==> config.mk <==
export PLATFORM = sky130hd
export DESIGN_NAME = mmio_periph
export DESIGN_NICKNAME = d
export VERILOG_FILES = /design/src/rtl/mmio_periph.sv
export SDC_FILE = /design/constraint.sdc
export NUM_CORES = 1
export LEC_CHECK = 0
export CORE_MARGIN = 1.5
export CORE_UTILIZATION = 46
export DETAILED_ROUTE_END_ITERATION = 12
export GPL_TIMING_DRIVEN = 0
export PLACE_DENSITY = 0.77
export SLEW_MARGIN = 20
export SYNTH_ARGS = -nofsm -noshare
export SYNTH_HDL_FRONTEND = slang
export SYNTH_SLANG_ARGS = --single-unit
==> constraint.sdc <==
create_clock -name clk -period 2.43 [get_ports clk]
set_input_delay 0.486 -clock clk [delete_from_list [all_inputs] [get_ports clk]]
set_output_delay 0.486 -clock clk [all_outputs]
set_load 0.05 [all_outputs]
==> src/rtl/mmio_periph.sv <==
// Memory-mapped IO block: address decode, LED register, 4-deep TX byte FIFO,
// and a compare-match timer with sticky flag and interrupt.
module mmio_periph (
  input  logic        clk,
  input  logic        reset,
  input  logic [31:0] adr,
  input  logic [31:0] writedata,
  input  logic        memwrite,
  output logic [31:0] readdata,
  input  logic [31:0] mem_rdata,
  output logic        mem_we,
  output logic [7:0]  led,
  output logic [7:0]  tx_data,
  output logic        tx_valid,
  input  logic        tx_ready,
  output logic        irq
);

  localparam logic [5:0] OFF_LED    = 6'h00;
  localparam logic [5:0] OFF_TXDATA = 6'h01;
  localparam logic [5:0] OFF_STATUS = 6'h02;
  localparam logic [5:0] OFF_TIMER  = 6'h03;
  localparam logic [5:0] OFF_CMP    = 6'h04;
  localparam logic [5:0] OFF_CTRL   = 6'h05;

  typedef struct packed {
    logic       sel;
    logic       wr;
    logic [5:0] off;
  } io_req_t;

  io_req_t     req;
  logic [31:0] io_rdata;
  logic        unused_adr;

  assign req.sel    = (adr[31:8] == 24'hFFFFFF);
  assign req.off    = adr[7:2];
  assign req.wr     = memwrite & req.sel;
  assign unused_adr = ^adr[1:0];

  assign mem_we = memwrite & ~req.sel;

  logic wr_led, wr_tx, wr_status, wr_timer, wr_cmp, wr_ctrl;
  assign wr_led    = req.wr && (req.off == OFF_LED);
  assign wr_tx     = req.wr && (req.off == OFF_TXDATA);
  assign wr_status = req.wr && (req.off == OFF_STATUS);
  assign wr_timer  = req.wr && (req.off == OFF_TIMER);
  assign wr_cmp    = req.wr && (req.off == OFF_CMP);
  assign wr_ctrl   = req.wr && (req.off == OFF_CTRL);

  // LED register
  logic [7:0] led_q;
  always_ff @(posedge clk or posedge reset) begin
    if (reset)       led_q <= '0;
    else if (wr_led) led_q <= writedata[7:0];
  end
  assign led = led_q;

  // TX FIFO: a full FIFO still accepts a push when a pop frees a slot that cycle
  logic [7:0] fifo_q [4];
  logic [1:0] wp, rp;
  logic [2:0] cnt;
  logic       pop, push_ok, empty, full;

  assign empty   = (cnt == 3'd0);
  assign full    = (cnt == 3'd4);
  assign pop     = tx_valid & tx_ready;
  assign push_ok = wr_tx & (~full | pop);

  always_ff @(posedge clk or posedge reset) begin
    if (reset) begin
      wp  <= '0;
      rp  <= '0;
      cnt <= '0;
    end else begin
      if (push_ok) wp <= wp + 2'd1;
      if (pop)     rp <= rp + 2'd1;
      case ({push_ok, pop})
        2'b10:   cnt <= cnt + 3'd1;
        2'b01:   cnt <= cnt - 3'd1;
        default: cnt <= cnt;
      endcase
    end
  end

  always_ff @(posedge clk) begin
    if (push_ok) fifo_q[wp] <= writedata[7:0];
  end

  assign tx_valid = ~empty;
  assign tx_data  = fifo_q[rp];

  // Timer, compare, control, sticky flag
  logic [31:0] timer_q, cmp_q, timer_nxt;
  logic        ten_q, ien_q, tflag_q, irq_q;
  logic        match, tflag_nxt, ien_nxt;

  assign match = ten_q && (timer_q == cmp_q);

  always_comb begin
    timer_nxt = timer_q;
    if (wr_timer)   timer_nxt = writedata;
    else if (match) timer_nxt = '0;
    else if (ten_q) timer_nxt = timer_q + 32'd1;
  end

  // Match set takes precedence over a software clear in the same cycle
  always_comb begin
    tflag_nxt = tflag_q;
    if (match)                        tflag_nxt = 1'b1;
    else if (wr_status && writedata[2]) tflag_nxt = 1'b0;
  end

  assign ien_nxt = wr_ctrl ? writedata[1] : ien_q;

  always_ff @(posedge clk or posedge reset) begin
    if (reset) begin
      timer_q <= '0;
      cmp_q   <= 32'hFFFFFFFF;
      ten_q   <= 1'b0;
      ien_q   <= 1'b0;
      tflag_q <= 1'b0;
      irq_q   <= 1'b0;
    end else begin
      timer_q <= timer_nxt;
      if (wr_cmp)  cmp_q <= writedata;
      if (wr_ctrl) ten_q <= writedata[0];
      ien_q   <= ien_nxt;
      tflag_q <= tflag_nxt;
      irq_q   <= tflag_nxt & ien_nxt;
    end
  end
  assign irq = irq_q;

  // Register read mux: pure function of address, no side effects
  always_comb begin
    io_rdata = '0;
    case (req.off)
      OFF_LED:    io_rdata = {24'h0, led_q};
      OFF_STATUS: io_rdata = {26'h0, cnt, tflag_q, full, empty};
      OFF_TIMER:  io_rdata = timer_q;
      OFF_CMP:    io_rdata = cmp_q;
      OFF_CTRL:   io_rdata = {30'h0, ien_q, ten_q};
      default:    io_rdata = '0;
    endcase
  end

  assign readdata = req.sel ? io_rdata : mem_rdata;

endmodule

==> summary.txt, run 1 <==
Status
  • Status: finished with violations
  • Failing checks: setup timing

Yosys
  • Ys Warns: 0
  • Seq/Total Area, Yosys: 0.464
  • Count of cell types in the netlist: 63
  • Post-synth EDFFs: 32
  • Post-synth top area share: 0.192
  • Syn avg cell area: 10.4 um^2
  • Top post-synthesis cells by count: 84 x nand2_1, 51 x dfrtp_1, 48 x o21ai_0
  • Synth Register Bits: ~120
  • Synth area leaders: dfrtp_1 19%, edfxtp_1 14%, dfstp_2 13%
  • Top_reg_cell synth: dfrtp_1
  • Synthesized Nets: 745
  • Async SR Flop Fraction: 0.722
  • Synthesized area: 6640 um^2
  • Synth area leader: dfrtp_1
  • Syn Inst Count: 639
  • Leading cell type by number of instances after synthesis: nand2_1

Final layout
  • N_diodes: 0
  • Nets: 966
  • P&R area growth vs syn: 59.3%
  • Filler Cell Count: 907
  • Share of layout cells above drive strength 1: 0.418
  • Non-filler cells, final: around 1,100

Floorplanning
  • Cell row count: 43
  • Number of I/O pins: roughly 150
  • Die footprint: roughly 15,000 um^2
  • Chip width: 123 um
  • Core ar.: 14,000 um^2
  • Initial core utilization: 0.474
  • Die height: 123 um

Global route
  • First-pass GRT wire length: 34.5 mm
  • Antenna violations before repair: 0
  • Largest net degree at the start of global routing: 35
  • Remaining Overflow, GRT: 0
  • Vias in the first global route: 6,296
  • GRT Total Usage: 0.307

Setup path
  • Largest delay share family, worst path: simple AND/OR/NAND/NOR gates
  • CP cell instances: buf_6 > or3_4 > nor3b_4 > buf_4 > buf_6 > buf_6 > a22o_1 > a222oi_1 > a21boi_2 > o21ai_4 > buf_6
  • Critical path buffers and inverters: 5
  • Crit path DAT: 2270 ps
  • Startpoint Class: input port
  • R2R depth: 8
  • Critical path fanouts, max: 6
  • Levels on crit path: 11
  • Critical path required time: 1940 ps
  • Largest stage delay on the critical path: around 430 ps
  • Critical Path Most Common Cell: buf_6
  • Critical-path top delay cell: or3_4
  • Crit. End Element: output port
  • Crit path kind: in2out

Timing
  • Final Hold Fails: 0
  • Clock Skew: ~8.4 ps
  • Unrepaired setup endpoints after global routing: true
  • Hold Slack: ~450 ps
  • Final setup viols: 66
  • Tightest Pin Transition: 566 ps
  • Period utilization: 1.13
  • Fmax: 363 MHz
  • Slew Limit Fails: 0
  • Slew Limit Headroom: 0.623
  • Final setup margin: -324 ps
  • Fin crit period: roughly 2800 ps

Pwr
  • Leak pwr: approximately 0.0044 uW
  • Worst vdd ir: 0.539 mV
  • Cell Pwr Density: 512 nW/um^2

Placement
  • Placed insts: approximately 970
  • GPL Wtd Cong: 0.933
  • Port Buffers: 147
  • Post-DP HPWL: 14.9 mm

CTS
  • CTS Buf Count: 17
  • Clock tree from TritonCTS: built
  • H-tree depth: 4
  • CTS root buf: clkbuf_16
  • Clk sinks: 115
  • Worst-skew pair later-pin latency: between 400 and 500 ps
  • Worst-path clk slew: roughly 50 ps
  • Max clock buf depth: 2

Min path
  • Worst min path class: in2async

Route
  • DRC: 0
  • Vias: roughly 6,300
  • DR vias/cell: 5.99
  • Drt wl/cell: ~22 um
  • Final wirelength: 23.0 mm
  • DRT iter0 DRCs: between 600 and 700
  • DRT Pass-1 Iters: 8
  • Post-route ant nets: 0

Flow run
  • Max-cap viol count: 0
==> state kept, by name, summed over array words and instances, names as in the netlist, 2 cells and up <==
signal   count
fifo_q      32
cmp_q       32
cnt          3
wp           2
led          8
timer_q     32
rp           2
==> layer usage <==
layer  GRT usage  wire [um]  up-vias
li1            -          -     2790
met2       0.523      11800      333
met3      0.0646       1590       63
met5           0          0        -
met4       0.136        866        0
met1       0.375       8830     3118
==> worst register-to-register path: cells and delay by family (launching register included) <==
kind	cells	cell delay, ps
AND/OR/NAND/NOR	3	980
AO/OA/AOI/OAI	2	370
flip-flops	1	360
buffers and inverters	2	340
XOR/XNOR	1	210
==> cells in the final DEF (no fill, tap or decap), drive strengths merged, types with 4 or more instances in the layout <==
cell,count
xor2,37
nor3,11
edfxtp,32
a22oi,31
xnor2,22
o21ai,54
dfstp,32
clkdlybuf4s50,78
and3,5
or3,4
nand4,21
inv,12
nor2b,4
dlymetal6s2s,6
nand3,30
nand2,84
nor2,20
mux4,8
a21oi,10
a221oi,4
dfrtp,51
mux2,43
dlygate4sd2,23
ha,5
and2,8
nor4,19
a31oi,8
nor3b,5
clkbuf,49
bufinv,7
buf,112
==> cells by family (layout without fill, tap and decap cells) <==
kind of cell	Yosys count	in the layout	synth area share
AO/OA/AOI/OAI	126	126	0.123
flip-flops	115	115	0.464
buffers and inverters	61	295	0.0432
multiplexers	51	51	0.100
XOR/XNOR	59	59	0.0779
adder cells (fa/ha/maj)	6	6	0.0124
AND/OR/NAND/NOR	221	221	0.179
==> area by class of cell <==
| class | instances | area [um^2] | area share |
|---|---|---|---|
| inverter | 14 | 56.3 | 0.00533 |
| clock inverter | 11 | 233 | 0.0220 |
| sequential | 115 | 3090 | 0.292 |
| buffer | 39 | 369 | 0.0349 |
| clock buffer | 21 | 440 | 0.0417 |
| tap | 180 | 225 | 0.0213 |
| multi-input combinational | 463 | 4000 | 0.378 |
| timing repair buffer | 210 | 2160 | 0.205 |
==> final timing paths <==
| check | start | end | slack, ps |
|---|---|---|---|
| setup / recovery | adr[7] | readdata[1] | -320 |
| hold / removal | reset | timer_q[27] | 450 |
| setup reg to reg | timer_q[6] | timer_q[31] | 30 |
| hold reg to reg | led[6] | led[6] | 570 |
| max in group asynchronous | reset | cmp_q[5] | 1390 |
| min in group clk | led[6] | led[6] | 570 |
==> timing repair <==
item                                    in CTS  in global routing
hold buffers                                 0                  0
buffers inserted                            37                 20
resized for setup                          375                 51
endpoints found under the setup margin     149                 98
cloned                                       6                  1
hold endpoints to repair                     0                  0
pin swaps                                   48                 38
==> stage by stage <==
step | util | setup TNS, ps | total power (uW) | area, um^2 | worst slack [ps]
floorplan | - | -7200 | 2230 | 7000 | -286
global placement | 0.621 | -123710 | 2480 | 8690 | -1700
detailed placement | 0.624 | -135350 | 2490 | 8730 | -1780
CTS | 0.734 | -10050 | 5410 | 10300 | -416
global route | 0.756 | -13740 | 5530 | 10600 | -349
finish | 0.756 | -10130 | 5410 | 10600 | -324
==> power breakdown <==
| part | internal (uW) | switching, uW |
|---|---|---|
| clock network | 2020 | 895 |
| registers | 1990 | 0.000128 |
| logic | 241 | 265 |
(Power assumes the default switching activity.)
==> run 2, diff against run 1 <==
--- a/config.mk
+++ b/config.mk
@@ -5,6 +5,7 @@
 export SDC_FILE = /design/constraint.sdc
 export NUM_CORES = 1
 export LEC_CHECK = 0
+export CAP_MARGIN = 5
 export CORE_MARGIN = 1.5
 export CORE_UTILIZATION = 46
 export DETAILED_ROUTE_END_ITERATION = 12
==> results of run 2 <==
Same layout as run 1: the final DEF is identical, and so are final timing and power.
==> run 3, diff against run 2 <==
--- a/config.mk
+++ b/config.mk
@@ -11,7 +11,6 @@
 export DETAILED_ROUTE_END_ITERATION = 12
 export GPL_TIMING_DRIVEN = 0
 export PLACE_DENSITY = 0.77
-export SLEW_MARGIN = 20
 export SYNTH_ARGS = -nofsm -noshare
 export SYNTH_HDL_FRONTEND = slang
 export SYNTH_SLANG_ARGS = --single-unit
==> summary.txt, run 3 (synthesis gave the netlist of run 1 again) <==
Floorplanning
  • Initial core utilization: 0.474
  • Chip width: ~120 um
  • Cell row count: 43
  • Core ar.: about 14,000 um^2
  • Number of I/O pins: 151
  • Die footprint: 15,200 um^2
  • Die height: 123 um

CTS
  • Clk sinks: 115
  • Worst-skew pair later-pin latency: 430 ps
  • Worst-path clk slew: 50 ps
  • CTS root buf: clkbuf_16
  • Max clock buf depth: 2
  • Hold buffers post-CTS: 0
  • H-tree depth: 4
  • CTS Buf Count: 17
  • Clock tree from TritonCTS: built

Placement
  • Port Buffers: approximately 150
  • GPL Wtd Cong: ~0.93
  • Dpl cell area: 8730 um^2
  • Placed insts: 968
  • DP Worst Slack: -1770 ps
  • Post-DP HPWL: 14.9 mm

Setup path
  • Largest delay share family, worst path: simple AND/OR/NAND/NOR gates
  • Critical path buffers and inverters: 4
  • Crit path kind: in2out
  • Reg2Reg Launch Point: timer_q[17]
  • Worst setup path startpoint: adr[6]
  • Critical path fanouts, max: 6
  • Crit path DAT: 2260 ps
  • Crit. End Element: output port
  • Startpoint Class: input port
  • CP cell instances: buf_6 > or3_4 > nor3b_4 > buf_4 > buf_4 > a22o_1 > a222oi_1 > a21boi_2 > o21ai_4 > buf_6
  • Critical-path top delay cell: or3_4
  • Largest stage delay on the critical path: 430 ps
  • Critical path required time: between 1500 and 2000 ps

Global route
  • First-pass GRT wire length: around 34 mm
  • GRT Total Usage: 0.300
  • Vias in the first global route: 6,254
  • Largest net degree at the start of global routing: 43
  • Remaining Overflow, GRT: 0
  • Antenna violations before repair: 0

Timing
  • Clock Skew: 8.01 ps
  • Tightest Pin Transition: 629 ps
  • Hold Slack: between 300 and 400 ps
  • Fin crit period: ~2700 ps
  • Fmax: 364 MHz
  • Final setup viols: 33
  • Slew Limit Headroom: 0.581
  • Slew Limit Fails: 0
  • Final setup margin: -318 ps
  • Period utilization: 1.13
  • Final Hold Fails: 0
  • Unrepaired setup endpoints after global routing: true

Route
  • Drt wl/cell: roughly 22 um
  • Post-route ant nets: 0
  • DRT Pass-1 Iters: 5
  • Final wirelength: 22.7 mm
  • DRT iter0 DRCs: 619
  • DR vias/cell: 5.97
  • DRC: 0
  • Vias: about 6,000

Final layout
  • Post-Route Utilization: 0.736
  • Most frequent cells in the layout: 80 x nand2_1, 76 x clkdlybuf4s50_1, 45 x dfrtp_1, 43 x mux2_2, 38 x buf_6
  • Share of layout cells above drive strength 1: 0.412
  • P&R area growth vs syn: 55.1%
  • Non-filler cells, final: slightly above 1,000
  • Nets: 948
  • Final instance area: 10,300 um^2
  • Filler Cell Count: 947
  • N_diodes: 0
  • Most common cell after layout, fill and taps aside: nand2_1
  • Largest regs: cmp_q x32, fifo_q x32, timer_q x32

Pwr
  • Cell Pwr Density: between 400 and 500 nW/um^2
  • Leak pwr: 0.00422 uW
  • Worst vdd ir: between 0.5 and 0.6 mV

Status
  • Failing checks: setup timing
  • Status: finished with violations

Min path
  • Worst min path class: in2async

Flow run
  • Max-cap viol count: 0
-- run 3: changes by cell type in the layout (fill, tap and decap cells not counted), sizes merged, moves of 4 or more --
cell,change
buf,-16
dlygate4sd2,-13
clkdlybuf4s15,+6
dlymetal6s2s,+5
bufinv,-4
clkbuf,+4
-- run 3: layer usage --
| metal | vias to the layer above | wire length (um) | GRT usage | part of all wire |
|---|---|---|---|---|
| met5 | - | 0 | 0 | 0 |
| met4 | 0 | 619 | 0.109 | 0.027 |
| met3 | 52 | 1620 | 0.0600 | 0.071 |
| met2 | 299 | 11800 | 0.530 | 0.52 |
| met1 | 3073 | 8690 | 0.364 | 0.38 |
| li1 | 2751 | - | - | - |
-- run 3: stage by stage --
step	setup TNS (ps)	total power (uW)
floorplan	-7200	2230
global placement	-123710	2480
detailed placement	-135990	2490
CTS	-10510	5070
global route	-9230	5180
finish	-7080	5080
-- run 3: what timing repair did --
| item | CTS | global route |
|---|---|---|
| pin swaps | 34 | 37 |
| cloned | 5 | 0 |
| gates resized for setup | 382 | 62 |
| hold endpoints to repair | 0 | 0 |
| buffers inserted | 26 | 15 |
| setup endpoints to repair | 149 | 100 |
-- run 3: worst register-to-register path: stages, from the launching register on --
cell and delay, ps:
dfrtp_1 360, clkbuf_1 190, xor2_1 220, nor4_2 350, nand4_1 160, or3_1 450
clkbuf_2 270, a21boi_0 270
-- run 3: path summary, 6_finish.rpt --
kind,end,depth (start not counted),slack (ps)
worst max-delay path,readdata[1],10,-320
worst min-delay path,timer_q[30],2,310
worst max register to register,irq,7,60
worst min register to register,led[7],1,550
max in group asynchronous,cmp_q[4],3,1610
min in group clk,led[7],1,550
-- run 3: power by group --
part | internal, uW | leakage, uW | switching [uW]
clock network | 1660 | 0.000283 | 916
registers | 1990 | 0.00127 | 0.000173
logic | 244 | 0.00267 | 266
total | 3900 | 0.00422 | 1180
-- run 3: cell type report --
cell class	count	area, um^2	area share
buffer	39	352	0.0342
timing repair buffer	192	2000	0.194
inverter	14	56.3	0.00547
clock inverter	9	131	0.0128
multi-input combinational	463	3970	0.386
clock buffer	23	468	0.0455
tap	180	225	0.0219
sequential	115	3090	0.300
